`config.mk`:
```
export PLATFORM = sky130hd
export DESIGN_NAME = sbox_step2_inv_anf
export DESIGN_NICKNAME = d
export VERILOG_FILES = /design/src/rtl/sbox_step2_inv_anf.sv
export SDC_FILE = /design/constraint.sdc
export NUM_CORES = 1
export LEC_CHECK = 0
export ABC_AREA = 1
export CAP_MARGIN = 5
export CORE_MARGIN = 4
export CORE_UTILIZATION = 49
export CTS_CLUSTER_DIAMETER = 80
export CTS_CLUSTER_SIZE = 25
export DETAILED_ROUTE_END_ITERATION = 6
export GPL_ROUTABILITY_DRIVEN = 0
export GPL_TIMING_DRIVEN = 1
export HOLD_SLACK_MARGIN = 0.02
export PLACE_DENSITY = 0.79
export SYNTH_ARGS = -nofsm -noshare
export SYNTH_HDL_FRONTEND = slang
export SYNTH_SLANG_ARGS = --single-unit
```
`constraint.sdc`:
```
create_clock -name clk -period 2.3 [get_ports clk]
set_input_delay 0.46 -clock clk [delete_from_list [all_inputs] [get_ports clk]]
set_output_delay 0.46 -clock clk [all_outputs]
set_load 0.02 [all_outputs]
```
`src/rtl/sbox_step2_inv_anf.sv`:
```
// Masked (2-share) inverse of the Skinny S-box step-2 ANF slice.
// The first stage undoes the affine output layer share-wise, with the constant
// added to share 0 only. The second stage is a registered DOM-style masked NOR
// that uses one fresh random bit. An optional share register sits between
// the two stages. Valid/ready handshakes on both sides allow full-throughput
// stalling.
module sbox_step2_inv_anf #(
  parameter int PIPELINE            = 0,
  parameter bit SHARE_ZERO_ON_RESET = 1'b1
) (
  input  logic       clk,
  input  logic       rst_n,
  input  logic       in_valid,
  output logic       in_ready,
  input  logic [3:0] in0,
  input  logic [3:0] in1,
  input  logic       r,
  output logic       out_valid,
  input  logic       out_ready,
  output logic [3:0] out0,
  output logic [3:0] out1
);

  // Linear part of the affine inverse, returned as {a3, a2, a1, a0} without the constant.
  function automatic logic [3:0] f_lin(input logic [3:0] y);
    logic [3:0] a;
    a[3] = y[1] ^ y[2] ^ y[3];
    a[2] = y[0] ^ y[1];
    a[1] = y[3] ^ y[0] ^ y[1];
    a[0] = y[0] ^ y[1] ^ y[2] ^ y[3];
    return a;
  endfunction

  // Share-wise affine inverse: the constant on bit 1 goes into share 0 only.
  logic [3:0] w_a0, w_a1;
  assign w_a0 = f_lin(in0) ^ 4'b0010;
  assign w_a1 = f_lin(in1);

  // Word that feeds the gadget stage (direct from the affine stage or from its register).
  logic [3:0] w_src0, w_src1;
  logic       w_src_vld;

  // Gadget stage state.
  logic       r_g_vld;
  logic [3:0] r_g_a0, r_g_a1;
  logic       r_g_p00, r_g_p11, r_g_p01, r_g_p10;
  logic       w_g_free, w_g_ld;

  // The gadget stage can take a new word when it is empty or its word is leaving.
  assign w_g_free = ~r_g_vld | out_ready;
  assign w_g_ld   = w_g_free & w_src_vld;

  generate
    if (PIPELINE != 0) begin : g_pipe
      logic       r_s1_vld;
      logic [3:0] r_s1_a0, r_s1_a1;
      logic       w_s1_ld;

      assign in_ready  = ~r_s1_vld | w_g_free;
      assign w_s1_ld   = in_ready & in_valid;
      assign w_src0    = r_s1_a0;
      assign w_src1    = r_s1_a1;
      assign w_src_vld = r_s1_vld;

      // Stage-1 valid flag: refills whenever the stage is empty or advancing.
      always_ff @(posedge clk or negedge rst_n) begin
        if (!rst_n) begin
          r_s1_vld <= 1'b0;
        end else if (in_ready) begin
          r_s1_vld <= in_valid;
        end
      end

      if (SHARE_ZERO_ON_RESET) begin : g_s1_rst
        // Stage-1 share register, cleared on reset.
        always_ff @(posedge clk or negedge rst_n) begin
          if (!rst_n) begin
            r_s1_a0 <= 4'h0;
            r_s1_a1 <= 4'h0;
          end else if (w_s1_ld) begin
            r_s1_a0 <= w_a0;
            r_s1_a1 <= w_a1;
          end
        end
      end else begin : g_s1_nrst
        // Stage-1 share register, data left unreset.
        always_ff @(posedge clk) begin
          if (w_s1_ld) begin
            r_s1_a0 <= w_a0;
            r_s1_a1 <= w_a1;
          end
        end
      end
    end else begin : g_nopipe
      assign in_ready  = w_g_free;
      assign w_src0    = w_a0;
      assign w_src1    = w_a1;
      assign w_src_vld = in_valid;
    end
  endgenerate

  // Masked NOR inputs: x = ~a3, w = ~a2, complementing share 0 only.
  logic w_x0, w_w0, w_x1, w_w1;
  logic w_p00, w_p11, w_p01, w_p10;
  assign w_x0  = ~w_src0[3];
  assign w_w0  = ~w_src0[2];
  assign w_x1  = w_src1[3];
  assign w_w1  = w_src1[2];
  // Cross-share products are refreshed with r and registered before any recombination.
  assign w_p00 = w_x0 & w_w0;
  assign w_p11 = w_x1 & w_w1;
  assign w_p01 = (w_x0 & w_w1) ^ r;
  assign w_p10 = (w_x1 & w_w0) ^ r;

  // Gadget valid flag: follows the upstream valid whenever the stage can take a word.
  always_ff @(posedge clk or negedge rst_n) begin
    if (!rst_n) begin
      r_g_vld <= 1'b0;
    end else if (w_g_free) begin
      r_g_vld <= w_src_vld;
    end
  end

  generate
    if (SHARE_ZERO_ON_RESET) begin : g_g_rst
      // Gadget share/product register, cleared on reset; r is sampled only on load.
      always_ff @(posedge clk or negedge rst_n) begin
        if (!rst_n) begin
          r_g_a0  <= 4'h0;
          r_g_a1  <= 4'h0;
          r_g_p00 <= 1'b0;
          r_g_p11 <= 1'b0;
          r_g_p01 <= 1'b0;
          r_g_p10 <= 1'b0;
        end else if (w_g_ld) begin
          r_g_a0  <= w_src0;
          r_g_a1  <= w_src1;
          r_g_p00 <= w_p00;
          r_g_p11 <= w_p11;
          r_g_p01 <= w_p01;
          r_g_p10 <= w_p10;
        end
      end
    end else begin : g_g_nrst
      // Gadget share/product register, data left unreset; r is sampled only on load.
      always_ff @(posedge clk) begin
        if (w_g_ld) begin
          r_g_a0  <= w_src0;
          r_g_a1  <= w_src1;
          r_g_p00 <= w_p00;
          r_g_p11 <= w_p11;
          r_g_p01 <= w_p01;
          r_g_p10 <= w_p10;
        end
      end
    end
  endgenerate

  // Outputs come only from gadget registers; the products recombine within each share.
  assign out_valid = r_g_vld;
  assign out0      = {r_g_a0[3:1], r_g_a0[0] ^ r_g_p00 ^ r_g_p01};
  assign out1      = {r_g_a1[3:1], r_g_a1[0] ^ r_g_p11 ^ r_g_p10};

endmodule

```
==> results of run 1 <==
critical path: stages:
cell             delay [ns]
clkdlybuf4s50_1        0.46
inv_1                  0.07
nand2_1                0.08
clkdlybuf4s50_1        0.62
stage by stage:
stage	instance area, um2	total power, mW	cells	hold slack, ns	utilization
after global routing	992	0.720	136	0.520	0.659
after detailed placement	966	0.545	132	0.459	0.641
after floorplan	782	0.454	101	0.164	-
after CTS	992	0.681	136	0.478	0.659
after global placement	966	0.538	132	0.455	0.641
final	992	0.672	136	0.471	0.659
power by group:
part | leakage (nW) | total [mW] | switching, mW | internal (mW)
Combinational | 0.320 | 0.253 | 0.129 | 0.124
Sequential | 0.158 | 0.284 | 0.0214 | 0.263
Clock | 0.0150 | 0.135 | 0.0677 | 0.0671
Total | 0.493 | 0.672 | 0.218 | 0.454
area by class of cell:
type	count	area, um2
timing repair buffer	22	220
multi-input combinational	69	355
tap	16	20.0
clock buffer	4	26.3
fill	130	514
inverter	12	45.0
sequential	13	325
logic make-up after synthesis:
family	count (synthesis)
DFF	13
xor gates and xnor gates	6
and+or+nand+nor	56
buffers and inverters	19
AOI/OAI and AO/OA	7
flip-flops by register name, summed over array words and instances (netlist names):
name and flops:
out_valid 1, r_g_a0 4, r_g_a1 4, r_g_p00 1, r_g_p01 1, r_g_p10 1
r_g_p11 1
worst paths after layout:
| check | start | to | cells after the start |
|---|---|---|---|
| max | out_ready | in_ready | 4 |
| min | r_g_a1[2]$_DFFE_PN0P_ | r_g_a1[2]$_DFFE_PN0P_ | 2 |
| max reg2reg | out_valid$_DFFE_PN0P_ | r_g_a1[3]$_DFFE_PN0P_ | 4 |
| min reg2reg | r_g_a1[2]$_DFFE_PN0P_ | r_g_a1[2]$_DFFE_PN0P_ | 2 |
| max in group asynchronous | rst_n | r_g_p10$_DFFE_PN0P_ | 1 |
| min in group asynchronous | rst_n | r_g_a1[2]$_DFFE_PN0P_ | 1 |
cells in the final DEF, fill, tap and decap left out, types with 2 or more instances in the layout:
cell type	n
clkdlybuf4s50_1	22
nand2_2	2
inv_2	2
o21ai_1	2
inv_1	10
dfrtp_1	13
xnor2_1	4
o21ai_0	2
nand3_1	13
clkbuf_4	3
nand2_1	38
metal layers:
metal,up-vias,GRT usage
met5,-,0
met4,0,0.0645
met3,2,0.0113
met2,18,0.224
met1,287,0.177
li1,348,-
==> out/metrics.yaml, run 1 <==
global_route:
  grt_max_degree: 16
  grt_overflow: 0
  antenna_found_initial: 0
  grt_pass1_wl_um: 2220
  grt_pass1_vias: 549
  grtUsageTotal: 0.136
sta:
  setup_viol: 0
  hold_viol: 0
  timing.final.crit_period_ns: 2.15
  tns_ns: 0
  relSlewSlack: 0.624
  worst_pin_slew_ns: 0.563
  layout_setup_ws_ns: 0.150
  fin_worst_skew_ns: 0.000980
  fmax_ghz: 0.465
  slew_viol_final: 0
  period_share: 0.935
  rsz0062_at_grt: "false"
flow_run:
  drv_cap: 0
layout:
  nets: 134
  drive_above_1_share: 0.100
  diodes: 0
  area_growth_pct: 26.9
detailed_routing:
  met3WireLength_um: 69
  met2_length_um: 639
  route.vias.total: 655
  viasPerCell: 4.82
  met1_length_um: 606
  route.detailed.drc: 0
  dr.max_layer_used: "met4"
  drt_pass1_iterations: 4
  wire_per_inst_um: 9.78
  drtAntennaViolNets: 0
  drt-total-wl_um: 1330
  first_iter_violations: 10
setup_path:
  critPathKind: "input port to output port"
  cp-end-kind: "output port"
  worstPathArrival_ns: 1.69
  crit_path_start_kind: "input port"
  crit_required_ns: 1.84
  r2r_slack_ns: 1.14
  cp_max_fo: 2
logic_synthesis:
  syn_nets: 114
  synth_area_leader_cell: "dfrtp_1"
  synth_area_leaders: "dfrtp_1 (42%), nand2_1 (18%), nand3_1 (8.3%), buf_4 (5.8%), inv_1 (4.8%)"
  synth_xor_area_frac: 0.0768
  synth_top_family_by_area: "simple AND/OR/NAND/NOR gates"
  postSynthAreaPerCell_um2: 7.74
  yosys.area_share.simple: 0.312
  synth_edf_count: 0
  yosysMostFrequentCell: "nand2_1"
  ys_warn_count: 0
  yosysTopAreaCellShare: 0.416
  synth_ff_type: "dfrtp_1"
  ys_types: 19
  synth_mux_area_frac: 0
  ys_ff_latch: 13
  synthAdderAreaFrac: 0
  synth_compound_area_frac: 0.0656
  async_flop_share: 1.00
  yosys-top-cells-count: "nand2_1 (38), dfrtp_1 (13), nand3_1 (13)"
  syn_area_um2: 782
  syn_inst: 101
  ys_seq_area_frac: 0.416
floorplanning:
  io_pins: 23
  rows: 14
  core_area_mm2: 0.00151
  fp.dieW_um: 48.0
  die-area_mm2: 0.00230
  start_util: 0.519
  die_y_um: 48.0
clock_network:
  cts_tree: "done"
  post-cts-setup-buffers: 0
  clk_pin_slew_ns: 0.07
  clockRootBuffer: "clkbuf_4"
  clk_path_buf_depth: 2
  numCtsBuffers: 3
  insertion_delay_ns: 0.27
  ctsResizeCount: 0
  htree_levels: 1
  cts_sinks: 13
  cts_hold_buf: 0
pwr:
  irDropWorstVdd_uv: 262
  cellPowerDensity_mw_per_mm2: 677
  p_leak_nw: 0.493
placed_design:
  hpwlAfterDp_um: 1110
  dp_slack_ns: 0.144
  port_buffers: 22
worst_hold_path:
  min_path_type: "flip-flop to flip-flop"
outcome:
  run_status: "finished, final reports clean"
(Power assumes the default switching activity.)
==> inputs of run 2 (changes only) <==
- REMOVE_ABC_BUFFERS: unset -> 1
==> run 2 against run 1 <==
- flip-flop and latch count stayed put
- combinational power about the same
- non-clock buffer count is the same
- wire length rose by 5.6%
- setup slack better by 0.0094 ns
- fmax up 0.44%
- clock-buffer cell count unchanged
- first-iteration DRC count increased by 120%
- core utilization did not move
- critical path type unchanged
- largest power group unchanged
- highest routed layer unchanged
==> out/metrics.yaml, run 2 (same netlist as run 1, synthesis figures left out) <==
sta:
  worst_pin_slew_ns: 0.586
  timing.final.crit_period_ns: 2.14
  slew_viol_final: 0
  holdWs_ns: 0.483
  fin_worst_skew_ns: 0.00194
  setup_viol: 0
  period_share: 0.931
  layout_setup_ws_ns: 0.160
  hold_viol: 0
  rsz0062_at_grt: "false"
  relSlewSlack: 0.608
  tns_ns: 0
  fmax_ghz: 0.467
detailed_routing:
  viasPerCell: 4.75
  drtAntennaViolNets: 0
  first_iter_violations: 22
  route.vias.total: 646
  route.detailed.drc: 0
  wire_per_inst_um: 10.3
  drt_pass1_iterations: 3
  drt-total-wl_um: 1400
layout:
  ff_latch_area_um2: 325
  final_cell_mix: "nand2_1 (38), clkdlybuf4s50_1 (22), nand3_1 (13), dfrtp_1 (13), inv_1 (10)"
  multi_input_area_um2: 355
  nets: 134
  diodes: 0
  fillCellCount: 139
  drive_above_1_share: 0.100
  top_regs: "r_g_a0 x4, r_g_a1 x4"
  layout_commonest_cell: "nand2_1"
  fin_area_um2: 992
  area_growth_pct: 26.9
setup_path:
  cp-end-kind: "output port"
  critPathKind: "input port to output port"
  path_delay_family: "buffers and inverters"
  cp_max_fo: 2
  crit_required_ns: 1.84
  crit_path_start_kind: "input port"
  cpPeakStageDelay_ns: 0.61
  crit_path_cell_trace: "clkdlybuf4s50_1 -> inv_1 -> nand2_1 -> clkdlybuf4s50_1"
  worstPathArrival_ns: 1.68
  crit_slowest_cell: "clkdlybuf4s50_1"
  path_common_cell: "clkdlybuf4s50_1"
  crit_buf_inv: 3
pwr:
  p_int_mw: 0.454
  power_frac_comb: 0.375
  p_leak_nw: 0.493
  netSwitchingPower_mw: 0.220
  p_sw_frac: 0.326
  irDropWorstVdd_uv: 305
  seqPwrFrac: 0.420
  power.share.clock: 0.204
  cellPowerDensity_mw_per_mm2: 680
global_route:
  grt_max_degree: 16
  grtUsageTotal: 0.131
  grt_pass1_vias: 563
  grt_overflow: 0
  grt_pass1_wl_um: 2130
  antenna_found_initial: 0
clock_network:
  cts_hold_buf: 0
  clk_pin_slew_ns: 0.08
  ctsResizeCount: 0
  clk_path_buf_depth: 2
  cts_sinks: 13
  insertion_delay_ns: 0.27
  cts_tree: "done"
  htree_levels: 1
  clockRootBuffer: "clkbuf_4"
  numCtsBuffers: 3
  post-cts-setup-buffers: 0
placed_design:
  hpwlAfterDp_um: 1110
  dp_slack_ns: 0.151
  placed_cell_area_um2: 966
  port_buffers: 22
flow_run:
  drv_cap: 0
outcome:
  run_status: "finished, final reports clean"
worst_hold_path:
  min_path_type: "flip-flop to flip-flop"
floorplanning:
  die_y_um: 48.0
  io_pins: 23
  die-area_mm2: 0.00230
  core_area_mm2: 0.00151
  rows: 14
  fp.dieW_um: 48.0
  start_util: 0.519
## run 2: cell counts in the layout (fill, tap and decap cells not counted)
No cell type changed its count.
## run 2: worst paths after layout
check | cells past startpoint | endpoint | start | slack, ns
setup reg to reg | 4 | r_g_a1[3]$_DFFE_PN0P_ | out_valid$_DFFE_PN0P_ | 1.11
hold / removal | 2 | r_g_a0[2]$_DFFE_PN0P_ | r_g_a0[2]$_DFFE_PN0P_ | 0.48
max in group asynchronous | 1 | r_g_a1[2]$_DFFE_PN0P_ | rst_n | 1.36
hold reg to reg | 2 | r_g_a0[2]$_DFFE_PN0P_ | r_g_a0[2]$_DFFE_PN0P_ | 0.48
setup / recovery | 4 | in_ready | out_ready | 0.16
min in group asynchronous | 1 | r_g_a0[2]$_DFFE_PN0P_ | rst_n | 0.56
## run 2: metal layers
layer / share of wire / global-route usage / vias to the layer above
li1: - / - / 343
met1: 0.48 / 0.153 / 282
met2: 0.44 / 0.227 / 17
met3: 0.057 / 0.0113 / 4
met4: 0.021 / 0.0806 / 0
met5: 0 / 0 / -
## run 2: power groups by stage
stage	logic [mW]	clock network [mW]	registers (mW)
floorplan	0.118	0	0.309
global placement	0.251	0	0.287
detailed placement	0.255	0	0.288
CTS	0.256	0.141	0.284
global route	0.275	0.156	0.287
finish	0.253	0.138	0.283
## run 2: area by class of cell
type | instances | share of cell area
multi-input cells | 69 | 0.358
flip-flops and latches | 13 | 0.328
repair buffers | 22 | 0.222
inverters | 12 | 0.0454
clock buffers | 4 | 0.0265
well taps | 16 | 0.0202
## run 2: stage by stage
stage,std cells,util,power (mW)
2_1_floorplan,94,-,0.427
3_3_place_gp,132,0.641,0.538
3_5_place_dp,132,0.641,0.544
4_1_cts,136,0.659,0.681
5_1_grt,136,0.659,0.717
6_report,136,0.659,0.674
## run 2: worst reg2reg max path: stages (launching register included)
cell and delay (ns):
dfrtp_1 0.43, a21oi_4 0.30, inv_2 0.19, nand2_1 0.08, o21ai_0 0.08
